==> src/rtl/fft_mag_writer_if.sv <==
// Bus bundle for the spectrum writer: FFT AXI-Stream input side plus the
// magnitude RAM write port. The writer uses the slave view; the environment uses the master view.
interface fft_mag_writer_if #(
  parameter int ADDR_W = 8
) ();

  logic [31:0]       s_axis_tdata;
  logic              s_axis_tvalid;
  logic              s_axis_tlast;
  logic              s_axis_tready;

  logic              wr_en;
  logic [ADDR_W-1:0] wr_addr;
  logic [15:0]       wr_data;

  modport slave (
    input  s_axis_tdata,
    input  s_axis_tvalid,
    input  s_axis_tlast,
    output s_axis_tready,
    output wr_en,
    output wr_addr,
    output wr_data
  );

  modport master (
    output s_axis_tdata,
    output s_axis_tvalid,
    output s_axis_tlast,
    input  s_axis_tready,
    input  wr_en,
    input  wr_addr,
    input  wr_data
  );

endinterface

==> src/rtl/fft_mag_writer.sv <==
// Captures the first STORE_BINS bins of one FFT frame, converts each complex bin to an
// alpha-max/beta-min magnitude through a 3-stage pipe, and writes it to the spectrum RAM.
module fft_mag_writer #(
  parameter int FFT_LEN    = 512,
  parameter int STORE_BINS = 256,
  parameter int ADDR_W     = 8
) (
  input  logic                   clk_i,
  input  logic                   rst_i,
  input  logic                   start_i,
  fft_mag_writer_if.slave        bus,
  output logic                   mag_done_o,
  output logic                   frame_err_o
);

  localparam int               CNT_W      = $clog2(FFT_LEN);
  localparam logic [CNT_W-1:0] LAST_BIN   = CNT_W'(FFT_LEN - 1);
  localparam logic [CNT_W-1:0] LAST_STORE = CNT_W'(STORE_BINS - 1);
  localparam logic [1:0]       FLUSH_LAST = 2'd2;

  localparam logic [2:0] ST_IDLE    = 3'd0;
  localparam logic [2:0] ST_ARM     = 3'd1;
  localparam logic [2:0] ST_CAPTURE = 3'd2;
  localparam logic [2:0] ST_FLUSH   = 3'd3;
  localparam logic [2:0] ST_DONE    = 3'd4;

  // |v| of a signed 16-bit value, widened so that |-32768| is exact.
  function automatic logic [16:0] abs17(input logic [15:0] v);
    logic [16:0] ext;
    ext = {v[15], v};
    return v[15] ? (17'd0 - ext) : ext;
  endfunction

  logic              accept;
  logic              capture;

  logic [CNT_W-1:0]  bin_cnt_q,   bin_cnt_d;
  logic              frame_err_q, frame_err_d;
  logic [2:0]        state_q,     state_d;
  logic [1:0]        flush_cnt_q, flush_cnt_d;

  logic              s1_vld_q;
  logic [ADDR_W-1:0] s1_bin_q;
  logic [16:0]       s1_ar_q;
  logic [16:0]       s1_ai_q;

  logic              s2_vld_q;
  logic [ADDR_W-1:0] s2_bin_q;
  logic [16:0]       s2_mx_q;
  logic [16:0]       s2_mn_q;

  logic              wr_en_q;
  logic [ADDR_W-1:0] wr_addr_q;
  logic [15:0]       wr_data_q;

  // The FFT is never back-pressured; ready only drops while reset is held.
  assign bus.s_axis_tready = ~rst_i;
  assign accept            = bus.s_axis_tvalid & bus.s_axis_tready;

  // NOTE: every always_comb output gets a default first, so no path can infer a latch.
  always_comb begin : frame_track
    bin_cnt_d   = bin_cnt_q;
    frame_err_d = frame_err_q;
    if (accept) begin
      if (bus.s_axis_tlast || (bin_cnt_q == LAST_BIN)) begin
        bin_cnt_d = '0;
      end else begin
        bin_cnt_d = bin_cnt_q + 1'b1;
      end
      if (bus.s_axis_tlast && (bin_cnt_q != LAST_BIN)) begin
        frame_err_d = 1'b1;
      end
    end
  end

  always_comb begin : capture_fsm
    state_d     = state_q;
    flush_cnt_d = flush_cnt_q;
    capture     = 1'b0;
    case (state_q)
      ST_IDLE: begin
        if (start_i) state_d = ST_ARM;
      end
      ST_ARM: begin
        if (accept && (bin_cnt_q == '0)) begin
          capture     = 1'b1;
          flush_cnt_d = '0;
          state_d     = (bin_cnt_q == LAST_STORE) ? ST_FLUSH : ST_CAPTURE;
        end
      end
      ST_CAPTURE: begin
        if (accept) begin
          capture = 1'b1;
          if (bin_cnt_q == LAST_STORE) begin
            flush_cnt_d = '0;
            state_d     = ST_FLUSH;
          end
        end
      end
      ST_FLUSH: begin
        // One cycle per pipe stage, so DONE coincides with the last write retiring.
        if (flush_cnt_q == FLUSH_LAST) begin
          state_d = ST_DONE;
        end else begin
          flush_cnt_d = flush_cnt_q + 1'b1;
        end
      end
      ST_DONE: begin
        if (start_i) state_d = ST_ARM;
      end
      default: state_d = ST_IDLE;
    endcase
  end

  // NOTE: sequential state uses non-blocking assignments so every register samples pre-edge values.
  always_ff @(posedge clk_i) begin
    if (rst_i) begin
      bin_cnt_q   <= '0;
      frame_err_q <= 1'b0;
      state_q     <= ST_IDLE;
      flush_cnt_q <= '0;
      // NOTE: the pipe data registers are reset too, so outputs are defined from the first cycle.
      s1_vld_q    <= 1'b0;
      s1_bin_q    <= '0;
      s1_ar_q     <= '0;
      s1_ai_q     <= '0;
      s2_vld_q    <= 1'b0;
      s2_bin_q    <= '0;
      s2_mx_q     <= '0;
      s2_mn_q     <= '0;
      wr_en_q     <= 1'b0;
      wr_addr_q   <= '0;
      wr_data_q   <= '0;
    end else begin
      bin_cnt_q   <= bin_cnt_d;
      frame_err_q <= frame_err_d;
      state_q     <= state_d;
      flush_cnt_q <= flush_cnt_d;

      s1_vld_q <= capture;
      if (capture) begin
        s1_bin_q <= ADDR_W'(bin_cnt_q);
        s1_ar_q  <= abs17(bus.s_axis_tdata[15:0]);
        s1_ai_q  <= abs17(bus.s_axis_tdata[31:16]);
      end

      s2_vld_q <= s1_vld_q;
      if (s1_vld_q) begin
        s2_bin_q <= s1_bin_q;
        s2_mx_q  <= (s1_ar_q >= s1_ai_q) ? s1_ar_q : s1_ai_q;
        s2_mn_q  <= (s1_ar_q >= s1_ai_q) ? s1_ai_q : s1_ar_q;
      end

      // mx + 0.375*mn peaks at 45056, so the 16-bit result never overflows.
      wr_en_q <= s2_vld_q;
      if (s2_vld_q) begin
        wr_addr_q <= s2_bin_q;
        wr_data_q <= 16'(s2_mx_q + (s2_mn_q >> 2) + (s2_mn_q >> 3));
      end
    end
  end

  assign bus.wr_en   = wr_en_q;
  assign bus.wr_addr = wr_addr_q;
  assign bus.wr_data = wr_data_q;
  assign mag_done_o  = (state_q == ST_DONE);
  assign frame_err_o = frame_err_q;

endmodule

==> src/flat_wrapper.sv <==
// flat-port wrapper written by rule: the top's interface ports become plain ports
module fft_mag_writer_flat 
#(
  parameter int FFT_LEN    = 512,
  parameter int STORE_BINS = 256,
  parameter int ADDR_W     = 8
)
  (clk_i, rst_i, start_i, mag_done_o, frame_err_o, bus_s_axis_tdata, bus_s_axis_tvalid, bus_s_axis_tlast, bus_s_axis_tready, bus_wr_en, bus_wr_addr, bus_wr_data);
  fft_mag_writer_if #(.ADDR_W(ADDR_W)) bus_i ();
  input  logic clk_i;
  input  logic rst_i;
  input  logic start_i;
  output logic mag_done_o;
  output logic frame_err_o;
  input wire logic [$bits(bus_i.s_axis_tdata)-1:0] bus_s_axis_tdata;
  input wire logic [$bits(bus_i.s_axis_tvalid)-1:0] bus_s_axis_tvalid;
  input wire logic [$bits(bus_i.s_axis_tlast)-1:0] bus_s_axis_tlast;
  output wire logic [$bits(bus_i.s_axis_tready)-1:0] bus_s_axis_tready;
  output wire logic [$bits(bus_i.wr_en)-1:0] bus_wr_en;
  output wire logic [$bits(bus_i.wr_addr)-1:0] bus_wr_addr;
  output wire logic [$bits(bus_i.wr_data)-1:0] bus_wr_data;
  assign bus_i.s_axis_tdata = bus_s_axis_tdata;
  assign bus_i.s_axis_tvalid = bus_s_axis_tvalid;
  assign bus_i.s_axis_tlast = bus_s_axis_tlast;
  assign bus_s_axis_tready = bus_i.s_axis_tready;
  assign bus_wr_en = bus_i.wr_en;
  assign bus_wr_addr = bus_i.wr_addr;
  assign bus_wr_data = bus_i.wr_data;
  fft_mag_writer #(.FFT_LEN(FFT_LEN), .STORE_BINS(STORE_BINS), .ADDR_W(ADDR_W)) u_core (.clk_i(clk_i), .rst_i(rst_i), .start_i(start_i), .bus(bus_i), .mag_done_o(mag_done_o), .frame_err_o(frame_err_o));
endmodule
==> config.mk <==
export PLATFORM = sky130hd
export DESIGN_NAME = fft_mag_writer_flat
export DESIGN_NICKNAME = d
export VERILOG_FILES = /design/src/rtl/fft_mag_writer_if.sv /design/src/rtl/fft_mag_writer.sv /design/src/flat_wrapper.sv
export SDC_FILE = /design/constraint.sdc
export NUM_CORES = 1
export LEC_CHECK = 0
export CORE_ASPECT_RATIO = 1.1
export CORE_MARGIN = 2
export CORE_UTILIZATION = 42
export CTS_BUF_LIST = sky130_fd_sc_hd__clkbuf_4
export DETAILED_ROUTE_END_ITERATION = 6
export PLACE_DENSITY = 0.65
export SYNTH_ARGS = -nofsm -noshare
export SYNTH_HDL_FRONTEND = slang
export SYNTH_SLANG_ARGS = --single-unit
==> constraint.sdc <==
create_clock -name clk_i -period 8.15 [get_ports clk_i]
set_clock_uncertainty 0.05 [all_clocks]
set_input_delay 1.63 -clock clk_i [delete_from_list [all_inputs] [get_ports clk_i]]
set_output_delay 1.63 -clock clk_i [all_outputs]
set_load 0.01 [all_outputs]
==> impl_metrics.json <==
{
  "path_class": "in -> out",
  "min_path_type": "reg -> reg",
  "grt_max_degree": 76,
  "peakVddDrop_uv": 71.9,
  "dp.cells": 981,
  "relSlewSlack": 0.220,
  "drt_pass1_iterations": 5,
  "rsz0062_at_grt": "no",
  "final_area_um2": 7630,
  "die_w_um": 124,
  "path_delay_family": "buffers and inverters",
  "synth.area.top_cells": "dfxtp_1 37%, ha_1 7.4%, nor2_1 6.9%",
  "power_density_nw_per_um2": 169,
  "htreeDepth": 4,
  "wire_per_inst_um": 13.9,
  "status": "finished clean",
  "fmax_ghz": 0.219,
  "setup_viol": 0,
  "drive_gt1_frac": 0.0959,
  "timing.final.crit_share": 0.560,
  "avgSynthCellArea_um2": 8.77,
  "required_ns": 6.47,
  "async_reset_ff_frac": 0,
  "synth.distinct_cells": 55,
  "power_mw": 1.29,
  "start_util": 0.424,
  "cp_slowest_cell": "clkdlybuf4s50_1",
  "postCtsHoldBufs": 0,
  "worst-path-buf-inv": 4,
  "seq_area_frac_synth": 0.373,
  "drt_wl_total_mm": 14.1,
  "globalplace.congestion": 0.884,
  "maxCapViolations": 0,
  "die_y_um": 135,
  "clk_latency_ns": 0.51,
  "pin_count": 65,
  "postCtsSetupBuffers": 0,
  "ys_warn_count": 0,
  "vias": 5366,
  "cts_num_sinks": 123,
  "syn-instance-count": 753,
  "fin_crit_ns": 4.57,
  "ys_ff_latch": 123,
  "cp_slowest_stage_delay_ns": 0.61,
  "drc_errors": 0,
  "hold_viol": 0,
  "end_kind": "output port",
  "tightest_slew_ns": 1.17,
  "path_max_fanout": 34,
  "die_area_um2": 16700,
  "placed_cell_area_um2": 7360,
  "grt_pass1_wl_mm": 24.1,
  "netlist.area_leader.share": 0.373,
  "cp.arrival_ns": 2.89,
  "grt_usage": 0.178,
  "grt_pass1_vias": 5234,
  "synth_top_area_cell": "dfxtp_1",
  "syn_area_um2": 6600,
  "hpwlAfterDp_mm": 10.4,
  "viasPerCell": 5.29,
  "gr-total-overflow": 0,
  "path_cells": "buf_2 > inv_2 > buf_4 > clkdlybuf4s50_1",
  "synth_edf_count": 0,
  "start_kind": "input pin",
  "core_um2": 15600,
  "stdcell_count": 1014,
  "synth_ff_type": "dfxtp_1",
  "numCtsBuffers": 17,
  "area_delta_synth_final_pct": 15.5,
  "io_buffers": 64,
  "cts_buffer_depth": 2,
  "leakage_nw": 2.96,
  "syn-num-nets": 844,
  "fin_tns_setup_ns": 0,
  "grt_antenna_before_repair": 1,
  "drtIter0Drc": 326,
  "ant_nets": 0,
  "final_max_slew_viol_count": 0,
  "cts.clk_slew.worst_paths_ns": 0.10,
  "cts_tree": "yes",
  "layout.nets": 891,
  "rows": 48,
  "clock-root-buffer": "clkbuf_4",
  "post_cts_resized": 0
}
[Yosys cell counts, types with 10 or more instances]
cell type / instances
dfxtp_1: 123
nor2_1: 122
nand2_1: 55
ha_1: 39
o21ai_0: 38
a21oi_1: 35
inv_1: 35
nand3_1: 35
o221a_2: 31
xor2_1: 30
clkbuf_1: 26
mux2i_1: 26
fa_1: 15
a211oi_1: 12
nor2b_1: 10
nor3_1: 10
xnor2_1: 10
[cell families (layout without fill, tap and decap cells)]
family                     after synthesis  count (layout)  share of synthesized area
DFF                                    123             123                      0.373
buffers and inverters                   78             138                     0.0461
AOI/OAI and AO/OA                      160             160                      0.180
muxes                                   27              27                     0.0411
other                                    0               1                          0
and+or+nand+nor                        271             271                      0.187
xor gates and xnor gates                40              40                     0.0531
adders and majority gates               54              54                      0.119
[power breakdown]
group | internal [mW] | switching, mW
Sequential | 0.627 | 0.0290
Combinational | 0.103 | 0.128
Clock | 0.180 | 0.224
Total | 0.910 | 0.381
[cells in the final DEF (no fill, tap or decap), types with 2 or more instances in the layout]
cell | Yosys | routed
ha_1 | 39 | 39
a21o_1 | 6 | 6
o41ai_1 | 3 | 3
nand4_1 | 7 | 7
and3_1 | 7 | 7
nand3_1 | 35 | 35
nor2_1 | 122 | 122
nor2b_1 | 10 | 10
o21a_1 | 2 | 2
o221a_2 | 31 | 31
inv_1 | 35 | 35
clkinv_2 | 0 | 4
fa_1 | 15 | 15
a211o_1 | 4 | 4
or3_1 | 4 | 4
a211oi_1 | 12 | 12
clkdlybuf4s50_1 | 0 | 63
buf_4 | 1 | 5
xor2_1 | 30 | 30
nand4b_1 | 2 | 2
xnor2_1 | 10 | 10
inv_2 | 2 | 2
o21ai_0 | 38 | 38
bufinv_16 | 0 | 2
a31o_2 | 2 | 2
o31ai_1 | 9 | 9
nand2b_1 | 8 | 8
clkinvlp_4 | 0 | 4
clkinv_1 | 0 | 3
nor3_1 | 10 | 10
a311o_1 | 2 | 2
a21oi_1 | 35 | 35
or4_1 | 5 | 5
dfxtp_1 | 123 | 123
mux2i_1 | 26 | 26
a31oi_1 | 3 | 3
clkbuf_4 | 0 | 18
nand2_1 | 55 | 55
[worst paths after layout]
kind                                                      start                                   to  slack (ns)  depth (start not counted)
worst max-delay path                                      rst_i                    bus_s_axis_tready        3.58                          4
worst min-delay path            u_core.s1_bin_q[5]$_SDFFE_PP0P_      u_core.s1_bin_q[5]$_SDFFE_PP0P_        0.41                          2
worst max register to register   u_core.s2_mn_q[3]$_SDFFE_PP0P_  u_core.bus.wr_data[13]$_SDFFE_PP0P_        4.94                         12
worst min register to register  u_core.s1_bin_q[5]$_SDFFE_PP0P_      u_core.s1_bin_q[5]$_SDFFE_PP0P_        0.41                          2
[worst min-delay path: cells and delay by family, from the launching register on]
kind	cells	cell delay, ns
flip-flops	1	0.32
AND/OR/NAND/NOR	1	0.05
AO/OA/AOI/OAI	1	0.05
[routing by layer]
layer  GRT usage  vias up  share of wire
met5           0        -              0
met3      0.0366       12          0.044
met1       0.241     2464           0.49
met4      0.0581        0          0.011
met2       0.281      128           0.45
li1            -     2762              -
[flip-flops by register name (all words and copies together), names as in the netlist]
name / flops
u_core.bin_cnt_q: 9
u_core.bus.wr_addr: 8
u_core.bus.wr_data: 16
u_core.bus.wr_en: 1
u_core.flush_cnt_q: 2
u_core.frame_err_o: 1
u_core.s1_ai_q: 17
u_core.s1_ar_q: 17
u_core.s1_bin_q: 8
u_core.s1_vld_q: 1
u_core.s2_bin_q: 8
u_core.s2_mn_q: 15
u_core.s2_mx_q: 16
u_core.s2_vld_q: 1
u_core.state_q: 3
[final cells by class]
class	instances	area [um^2]
clock inverter	14	130
inverter	37	139
timing repair buffer	69	673
tap	200	250
sequential	123	2460
antenna	1	2.50
fill	1487	7930
clock buffer	18	135
multi-input combinational	552	3830
[metrics by stage]
step,util,hold slack (ns),setup WS (ns)
after global placement,0.473,0.398,3.60
after detailed placement,0.473,0.403,3.58
after CTS,0.490,0.416,3.58
final,0.490,0.412,3.58
after floorplan,-,0.386,4.46
after global routing,0.490,0.431,3.49
No activity file was read; power rests on OpenSTA's default activity.
